File: src/rtl/booth_operand_sequencer.sv
// Feeds queued operand pairs to booth_multiplier one at a time and returns products on a ready/valid port.
// Push-to-start is 2 cycles; s_ready drops only when the FIFO is full, and m_ready stalls hold the product.
module booth_operand_sequencer_fifo #(
  parameter int DW    = 32,
  parameter int DEPTH = 4
) (
  input  logic          clk,
  input  logic          reset,
  input  logic          wr_vld,
  output logic          wr_rdy,
  input  logic [DW-1:0] wr_dat,
  output logic          rd_vld,
  input  logic          rd_rdy,
  output logic [DW-1:0] rd_dat
);
  localparam int AW = $clog2(DEPTH);

  logic [AW:0]   wr_ptr_q, wr_ptr_d;
  logic [AW:0]   rd_ptr_q, rd_ptr_d;
  logic [DW-1:0] mem_q [DEPTH];
  logic          full, empty, push, pop;

  // Extra pointer MSB distinguishes full from empty when the index bits match.
  always_comb begin
    full     = (wr_ptr_q[AW] != rd_ptr_q[AW]) && (wr_ptr_q[AW-1:0] == rd_ptr_q[AW-1:0]);
    empty    = (wr_ptr_q == rd_ptr_q);
    wr_rdy   = !full;
    rd_vld   = !empty;
    push     = wr_vld && !full;
    pop      = rd_rdy && !empty;
    wr_ptr_d = wr_ptr_q + (AW+1)'(push);
    rd_ptr_d = rd_ptr_q + (AW+1)'(pop);
    rd_dat   = mem_q[rd_ptr_q[AW-1:0]];
  end

  always_ff @(posedge clk or negedge reset) begin
    if (!reset) begin
      wr_ptr_q <= '0;
      rd_ptr_q <= '0;
    end else begin
      wr_ptr_q <= wr_ptr_d;
      rd_ptr_q <= rd_ptr_d;
    end
  end

  always_ff @(posedge clk) begin
    if (push) mem_q[wr_ptr_q[AW-1:0]] <= wr_dat;
  end
endmodule

module booth_operand_sequencer #(
  parameter int WIDTH_INPUT  = 16,
  parameter int WIDTH_OUTPUT = 32,
  parameter int FIFO_DEPTH   = 4,
  parameter int CNT_WIDTH    = 8
) (
  input  logic                    clk,
  input  logic                    reset,
  input  logic                    s_valid,
  output logic                    s_ready,
  input  logic [WIDTH_INPUT-1:0]  s_a,
  input  logic [WIDTH_INPUT-1:0]  s_b,
  output logic [WIDTH_INPUT-1:0]  mul_in_a,
  output logic [WIDTH_INPUT-1:0]  mul_in_b,
  output logic                    mul_valid_in,
  input  logic                    mul_valid_out,
  input  logic [WIDTH_OUTPUT-1:0] mul_product,
  output logic                    m_valid,
  input  logic                    m_ready,
  output logic [WIDTH_OUTPUT-1:0] m_product,
  output logic [CNT_WIDTH-1:0]    res_count,
  output logic                    busy
);
  typedef enum logic [2:0] {IDLE, ISSUE, WAIT_HI, WAIT_LO, OUTPUT} state_t;

  state_t                  state_q, state_d;
  logic [WIDTH_INPUT-1:0]  mul_in_a_q, mul_in_a_d;
  logic [WIDTH_INPUT-1:0]  mul_in_b_q, mul_in_b_d;
  logic [WIDTH_OUTPUT-1:0] m_product_q, m_product_d;
  logic [CNT_WIDTH-1:0]    res_count_q, res_count_d;

  logic                     fifo_rd_vld, fifo_rd_rdy;
  logic [2*WIDTH_INPUT-1:0] fifo_rd_dat;

  booth_operand_sequencer_fifo #(
    .DW    (2*WIDTH_INPUT),
    .DEPTH (FIFO_DEPTH)
  ) u_fifo (
    .clk    (clk),
    .reset  (reset),
    .wr_vld (s_valid),
    .wr_rdy (s_ready),
    .wr_dat ({s_a, s_b}),
    .rd_vld (fifo_rd_vld),
    .rd_rdy (fifo_rd_rdy),
    .rd_dat (fifo_rd_dat)
  );

  always_comb begin
    state_d     = state_q;
    mul_in_a_d  = mul_in_a_q;
    mul_in_b_d  = mul_in_b_q;
    m_product_d = m_product_q;
    res_count_d = res_count_q;
    fifo_rd_rdy = 1'b0;
    case (state_q)
      IDLE: begin
        fifo_rd_rdy = 1'b1;
        if (fifo_rd_vld) begin
          mul_in_a_d = fifo_rd_dat[2*WIDTH_INPUT-1:WIDTH_INPUT];
          mul_in_b_d = fifo_rd_dat[WIDTH_INPUT-1:0];
          state_d    = ISSUE;
        end
      end
      ISSUE: state_d = WAIT_HI;
      WAIT_HI: begin
        if (mul_valid_out) begin
          m_product_d = mul_product;
          state_d     = WAIT_LO;
        end
      end
      // Never restart until the multiplier has dropped valid_out.
      WAIT_LO: if (!mul_valid_out) state_d = OUTPUT;
      OUTPUT: begin
        if (m_ready) begin
          res_count_d = res_count_q + CNT_WIDTH'(1);
          state_d     = IDLE;
        end
      end
      default: state_d = IDLE;
    endcase
  end

  always_ff @(posedge clk or negedge reset) begin
    if (!reset) begin
      state_q     <= IDLE;
      mul_in_a_q  <= '0;
      mul_in_b_q  <= '0;
      m_product_q <= '0;
      res_count_q <= '0;
    end else begin
      state_q     <= state_d;
      mul_in_a_q  <= mul_in_a_d;
      mul_in_b_q  <= mul_in_b_d;
      m_product_q <= m_product_d;
      res_count_q <= res_count_d;
    end
  end

  assign mul_in_a     = mul_in_a_q;
  assign mul_in_b     = mul_in_b_q;
  assign mul_valid_in = (state_q == ISSUE);
  assign m_valid      = (state_q == OUTPUT);
  assign m_product    = m_product_q;
  assign res_count    = res_count_q;
  assign busy         = (state_q != IDLE) || fifo_rd_vld;
endmodule

File: config.mk
export PLATFORM = sky130hd
export DESIGN_NAME = booth_operand_sequencer
export DESIGN_NICKNAME = d
export VERILOG_FILES = /design/src/rtl/booth_operand_sequencer.sv
export SDC_FILE = /design/constraint.sdc
export NUM_CORES = 1
export LEC_CHECK = 0
export ABC_AREA = 0
export BUFFER_PORTS_ARGS = -buffer_cell sky130_fd_sc_hd__buf_4
export CORE_ASPECT_RATIO = 1.2
export CORE_UTILIZATION = 34
export CTS_BUF_LIST = sky130_fd_sc_hd__clkbuf_16
export CTS_CLUSTER_DIAMETER = 200
export DETAILED_ROUTE_END_ITERATION = 8
export PLACE_DENSITY_LB_ADDON = 0.25
export SKIP_CTS_REPAIR_TIMING = 1
export SYNTH_ARGS = -nofsm -noshare
export SYNTH_HDL_FRONTEND = slang
export SYNTH_SLANG_ARGS = --single-unit
export TNS_END_PERCENT = 20
File: constraint.sdc
create_clock -name clk -period 5.1 [get_ports clk]
set_input_delay 0 -clock clk [delete_from_list [all_inputs] [get_ports clk]]
set_output_delay 0 -clock clk [all_outputs]
set_load 0.03 [all_outputs]
# Word-level counts from Yosys, hierarchy flattened
# Memories as Yosys holds them, arrays and structs flattened. A register that Yosys moved wholly into a read port is not among the register bits.
# Cells that the tools add are included.
# op_classes
add_sub_neg	3
n_bitwise	1
mux	8
reduce_logical	13
eq_ne	11
# op_table
operator	n
3-bit case mux with 5 select lines	1
3-bit two-way mux	4
8-bit by 1-bit adder with 8-bit output, second input constant	1
3-bit by 1-bit adder with 3-bit output	2
3-bit by 2-bit == test with 1-bit output, second input constant	2
2-bit inequality test, second input constant	3
2-bit AND reduction	3
4-bit AND reduction	1
3-bit by 1-bit == test with 1-bit output, second input constant	1
3-bit == test	1
3-bit == test, second input constant	1
1-bit logical AND	3
1-bit zero test	3
3-bit zero test	1
1-bit two-way mux	3
3-bit nonzero test	1
2-bit == test	1
2-bit by 1-bit inequality test with 1-bit output, second input constant	1
1-bit logical OR	1
1-bit inequality test	1
1-bit inverter	1
# word_totals
reg_bits	49
mem_bits_rw	128
mem_count	1
out_inout_bits	76
# mem_list
memory	depth	width	rd	rd_clocked_by_memory_dff	write_ports	line	text
u_fifo.mem_q	4	32	1	1	1	20	logic [DW-1:0] mem_q [DEPTH];

# Logic depth before layout (Yosys ltp)
# depth
ltp_word	6
mapped_depth	8
ltp_nobuf	6

# Modules after synthesis
# Synthesis repeated with hierarchy kept, for this count alone.
# unflattened
cells_unflattened	383
area_unflattened_um2	7935.1
# modules_own_cells
mod	n_inst	cells_per_inst	area_each_um2	seq_area_each_um2
booth_operand_sequencer_fifo	1	198	4998.5	3993.8
booth_operand_sequencer	1	185	2936.6	1876.8

# Least setup slack after synthesis
# Ideal clock, no wire load.
# synth_path
path_type	reg-to-reg
startpoint	reg u_fifo.rd_ptr_q[0]
endpoint	mem u_fifo.mem_q[2][0] (enable)
stages_incl_launch_ff	5
setup_slack_ns	1.265
required_time_ns	4.632
setup_ns	0.468
path_buffers	1
arrival_time_ns	3.367
period_less_slack_ns	3.835
path_cell_list	dfrtp_1 buf_2 xor2_1 o31ai_1 nor3b_1
# synth_via
elab_chain_cells	6
# synth_rtl
item	line	text
from (decl)	19	logic [AW:0] rd_ptr_q, rd_ptr_d;
from (signal assigned)	42	rd_ptr_q <= rd_ptr_d;
2-bit == test	25	full = (wr_ptr_q[AW] != rd_ptr_q[AW]) && (wr_ptr_q[AW-1:0] == rd_ptr_q[AW-1:0]);
1-bit logical AND	25	
1-bit zero test	29	push = wr_vld && !full;
1-bit logical AND	29	
1-bit two-way mux	47	if (push) mem_q[wr_ptr_q[AW-1:0]] <= wr_dat;
1-bit two-way mux (implied by the code)	47	
to (decl)	20	
# Every way passes these cells.

# Final worst setup path
# layout_path
startpoint	reg u_fifo.rd_ptr_q[1]
endpoint	reg u_fifo.rd_ptr_q[2]
# layout_via
elab_chain_cells	4
# layout_rtl
item	line	text
3-bit == test	26	empty = (wr_ptr_q == rd_ptr_q);
1-bit zero test	30	pop = rd_rdy && !empty;
1-bit logical AND	30	
3-bit by 1-bit adder with 3-bit output *	32	rd_ptr_d = rd_ptr_q + (AW+1)'(pop);
named net u_fifo.rd_ptr_d[2]	19	
# Mark *: on every way through the listed nets, which the timed path passes. The rest lies on a longest branch.
# A chain may end at the register's enable or synchronous reset.

==> reports/results.tsv <==
metric	value	unit
CP Cell Sequence	xor2_2, o31a_2, ha_1, ha_1, xor2_1	
violation count after the first detailed-routing iteration	161	
Placer Congestion	0.692	
placement row count	61	
Max Transition Viols Final	0	
status	finished clean	
insertion delay of the later-clocked pin in the worst-skew pair	510	ps
Max FO, Critical Path	34	
maximum root-to-sink buffer count	3	
CP endpoint kind	flip-flop	
Leak Pwr	4.29	nW
aggregate global routing overflow	0	
detailed-placement wirelength estimate	9250	um
net switching component of the power	2.29	mW
minimum clock period after layout	2970	ps
CTS root buf	sky130_fd_sc_hd__clkbuf_16	
max cap viols	0	
IR drop worst, VDD	225	uV
portion of total power attributed to sequential cells	38.4	%
power density relative to cell area	647	nW/um2
Max H-tree Level	1	
switching share of power	32.6	%
Cell Area, Synth	7980	um2
share of synthesized area occupied by flip-flops and latches	73.6	%
Starting Density	34.5	%
Req. time, crit path	5520	ps
antenna violations before repair	0	
RSZ-0062 raised after global routing	false	
final non-filler cell area	10900	um2
Post-Route WL	15500	um
aggregate global-route resource usage	12.6	%
total number of vias	4136	
CTS tree	done	
overall die area	24100	um2
Antenna Cells	0	
Die Width	142	um
post-route ant nets	0	
die height	170	um
clock-pin slew reported for the worst setup and hold paths after clock tree synthesis	60	ps
net count after synthesis	450	
core area	23100	um2
accumulated negative setup slack	0	ps
DR pass1 iterations	4	
mean routed wirelength per cell	16.6	um
number of global-route vias before repair	4187	
post-synthesis to final-layout area growth	36.1	%
internal power	4.73	mW
final routed DRC violation total	0	
setup-violating endpoint count in the final report	0	
average cell area after synthesis	21.2	um2
share of the core filled with cells	47.0	%
Clock power frac	24.7	%
cell seen most often among critical-path stages	sky130_fd_sc_hd__ha_1	
Hold/Removal Path Class	input port to flip-flop	
CTS Sinks	209	
Worst Path Arrival	3390	ps
slew at the pin closest to its max-slew limit	1260	ps
first-pass GRT wire length	23100	um
number of warnings reported in the yosys synthesis log	0	
share of total power in combinational logic	36.8	%
Worst path max stage delay	1040	ps
maximum number of pins on one net before global-route repair	82	
critical path's slowest cell	sky130_fd_sc_hd__o31a_2	
post-layout net count	676	
number of distinct library cells after synthesis	32	
Final Hold Viols	0	
clock buffers created by TritonCTS	22	
placed instance area	9380	um2
Inst Count DP	825	
via-per-instance ratio	4.43	
Fmax	337	MHz
boundary pin count	145	
fraction of layout cells with a size suffix above 1	47.2	%
Fin Clk Skew	21.5	ps
synthesized flop and latch total	209	
I/O Buffers	144	
Critical Setup Path Class	flip-flop to flip-flop	
Max transition margin	15.8	%
final clock period utilization by the worst path	58.2	%
startpoint class of the critical path	flip-flop	
post-route insts no fill	933	
post-synthesis instance total	376	
-- final timing paths --
path,from,end,slack [ps],cells past startpoint
worst max-delay path,u_fifo.rd_ptr_q[1],u_fifo.rd_ptr_q[2],2130,5
worst min-delay path,s_valid,u_fifo.wr_ptr_q[0],6,4
worst max register to register,u_fifo.rd_ptr_q[1],u_fifo.rd_ptr_q[2],2130,5
worst min register to register,res_count[7],res_count[7],480,1
max in group asynchronous,reset,u_fifo.rd_ptr_q[0],4100,2
min in group asynchronous,reset,m_product[8],230,2
-- stage by stage --
step	hold WS [ps]	power (mW)	worst slack, ps
final	6.23	7.02	2130
after global routing	29.4	7.38	1900
after detailed placement	205	5.33	2060
after floorplan	-296	4.52	1260
after CTS	-335	7.09	2050
after global placement	200	5.26	2090
-- metal layers --
| layer | vias up | global-route usage, % | routed length, um |
|---|---|---|---|
| li1 | 1927 | - | - |
| met2 | 138 | 21.7 | 7620 |
| met5 | - | 0 | 0 |
| met4 | 0 | 4.07 | 295 |
| met3 | 25 | 2.87 | 952 |
| met1 | 2046 | 15.6 | 6630 |
-- placed cells by master, fill, tap and decap left out, types with 2 or more instances in the layout --
master and n:
sky130_fd_sc_hd__xnor2_1 5, sky130_fd_sc_hd__clkinv_1 4, sky130_fd_sc_hd__nand4_1 3, sky130_fd_sc_hd__clkinv_2 6, sky130_fd_sc_hd__mux2_4 29, sky130_fd_sc_hd__inv_1 3, sky130_fd_sc_hd__nor2_1 2, sky130_fd_sc_hd__ha_1 5
sky130_fd_sc_hd__nor3b_2 2, sky130_fd_sc_hd__nor3_1 4, sky130_fd_sc_hd__nand2_1 6, sky130_fd_sc_hd__buf_4 149, sky130_fd_sc_hd__dfrtp_1 79, sky130_fd_sc_hd__bufinv_16 6, sky130_fd_sc_hd__dlygate4sd3_1 68, sky130_fd_sc_hd__clkbuf_16 22
sky130_fd_sc_hd__mux2_2 36, sky130_fd_sc_hd__edfxtp_1 128, sky130_fd_sc_hd__nor4_1 2, sky130_fd_sc_hd__mux4_2 32, sky130_fd_sc_hd__xor2_1 7, sky130_fd_sc_hd__o31ai_1 2, sky130_fd_sc_hd__dfrtp_2 2
-- power groups by stage --
stage / Combinational (mW) / Sequential [mW] / Clock [mW]
finish: 2.59 / 2.70 / 1.74
CTS: 2.59 / 2.71 / 1.79
global placement: 2.54 / 2.72 / 0
global route: 2.76 / 2.77 / 1.85
floorplan: 1.36 / 3.16 / 0
detailed placement: 2.59 / 2.74 / 0
-- critical path: cells and delay by family, from the launching register on --
kind | cells | cell delay [ps]
AO/OA/AOI/OAI | 1 | 1040
XOR/XNOR | 2 | 420
adder cells (fa/ha/maj) | 2 | 440
flip-flops | 1 | 980
-- flip-flops by register name, summed over array words and instances, names as in the netlist --
name / cells
m_product: 32
state_q: 3
mul_in_b: 16
res_count: 8
u_fifo.rd_ptr_q: 3
mul_in_a: 16
u_fifo.mem_q: 128
u_fifo.wr_ptr_q: 3
-- kinds of logic (layout without fill, tap and decap cells) --
| logic type | Yosys count | count (layout) | synth area share, % |
|---|---|---|---|
| buffers and inverters | 18 | 260 | 1.85 |
| AOI/OAI and AO/OA | 5 | 5 | 0.470 |
| adders and majority gates | 5 | 5 | 0.784 |
| xor gates and xnor gates | 13 | 13 | 1.52 |
| muxes | 97 | 97 | 19.6 |
| DFF | 209 | 209 | 73.6 |
| and+or+nand+nor | 29 | 29 | 2.26 |
-- layout make-up --
type / count / area (um2)
clock buffer: 22 / 551
inverter: 3 / 11.3
multi-input combinational: 149 / 1980
timing repair buffer: 217 / 1800
clock inverter: 18 / 250
sequential: 209 / 5870
fill: 1983 / 12300
tap: 315 / 394
-- synth_stat cells, drive strengths merged --
| master | number | share of area [%] |
|---|---|---|
| buf | 12 | 1.6 |
| or3 | 1 | 0.078 |
| o31ai | 2 | 0.19 |
| nor3 | 5 | 0.31 |
| and2 | 1 | 0.078 |
| xor2 | 8 | 0.97 |
| a21oi | 1 | 0.063 |
| xnor2 | 5 | 0.55 |
| nand2b | 1 | 0.078 |
| o31a | 1 | 0.11 |
| nor4 | 2 | 0.16 |
| nor2 | 2 | 0.094 |
| nand2 | 6 | 0.28 |
| dfrtp | 81 | 25 |
| o32ai | 1 | 0.11 |
| clkbuf | 3 | 0.14 |
| edfxtp | 128 | 48 |
| or3b | 1 | 0.14 |
| nand4 | 3 | 0.24 |
| ha | 5 | 0.78 |
| mux4 | 32 | 9.0 |
| and3 | 2 | 0.16 |
| inv | 3 | 0.14 |
| nand3 | 1 | 0.063 |
| mux2 | 65 | 11 |
| nor4b | 1 | 0.30 |
| nor3b | 3 | 0.28 |
Note: power is estimated with default switching activity, not from simulation.
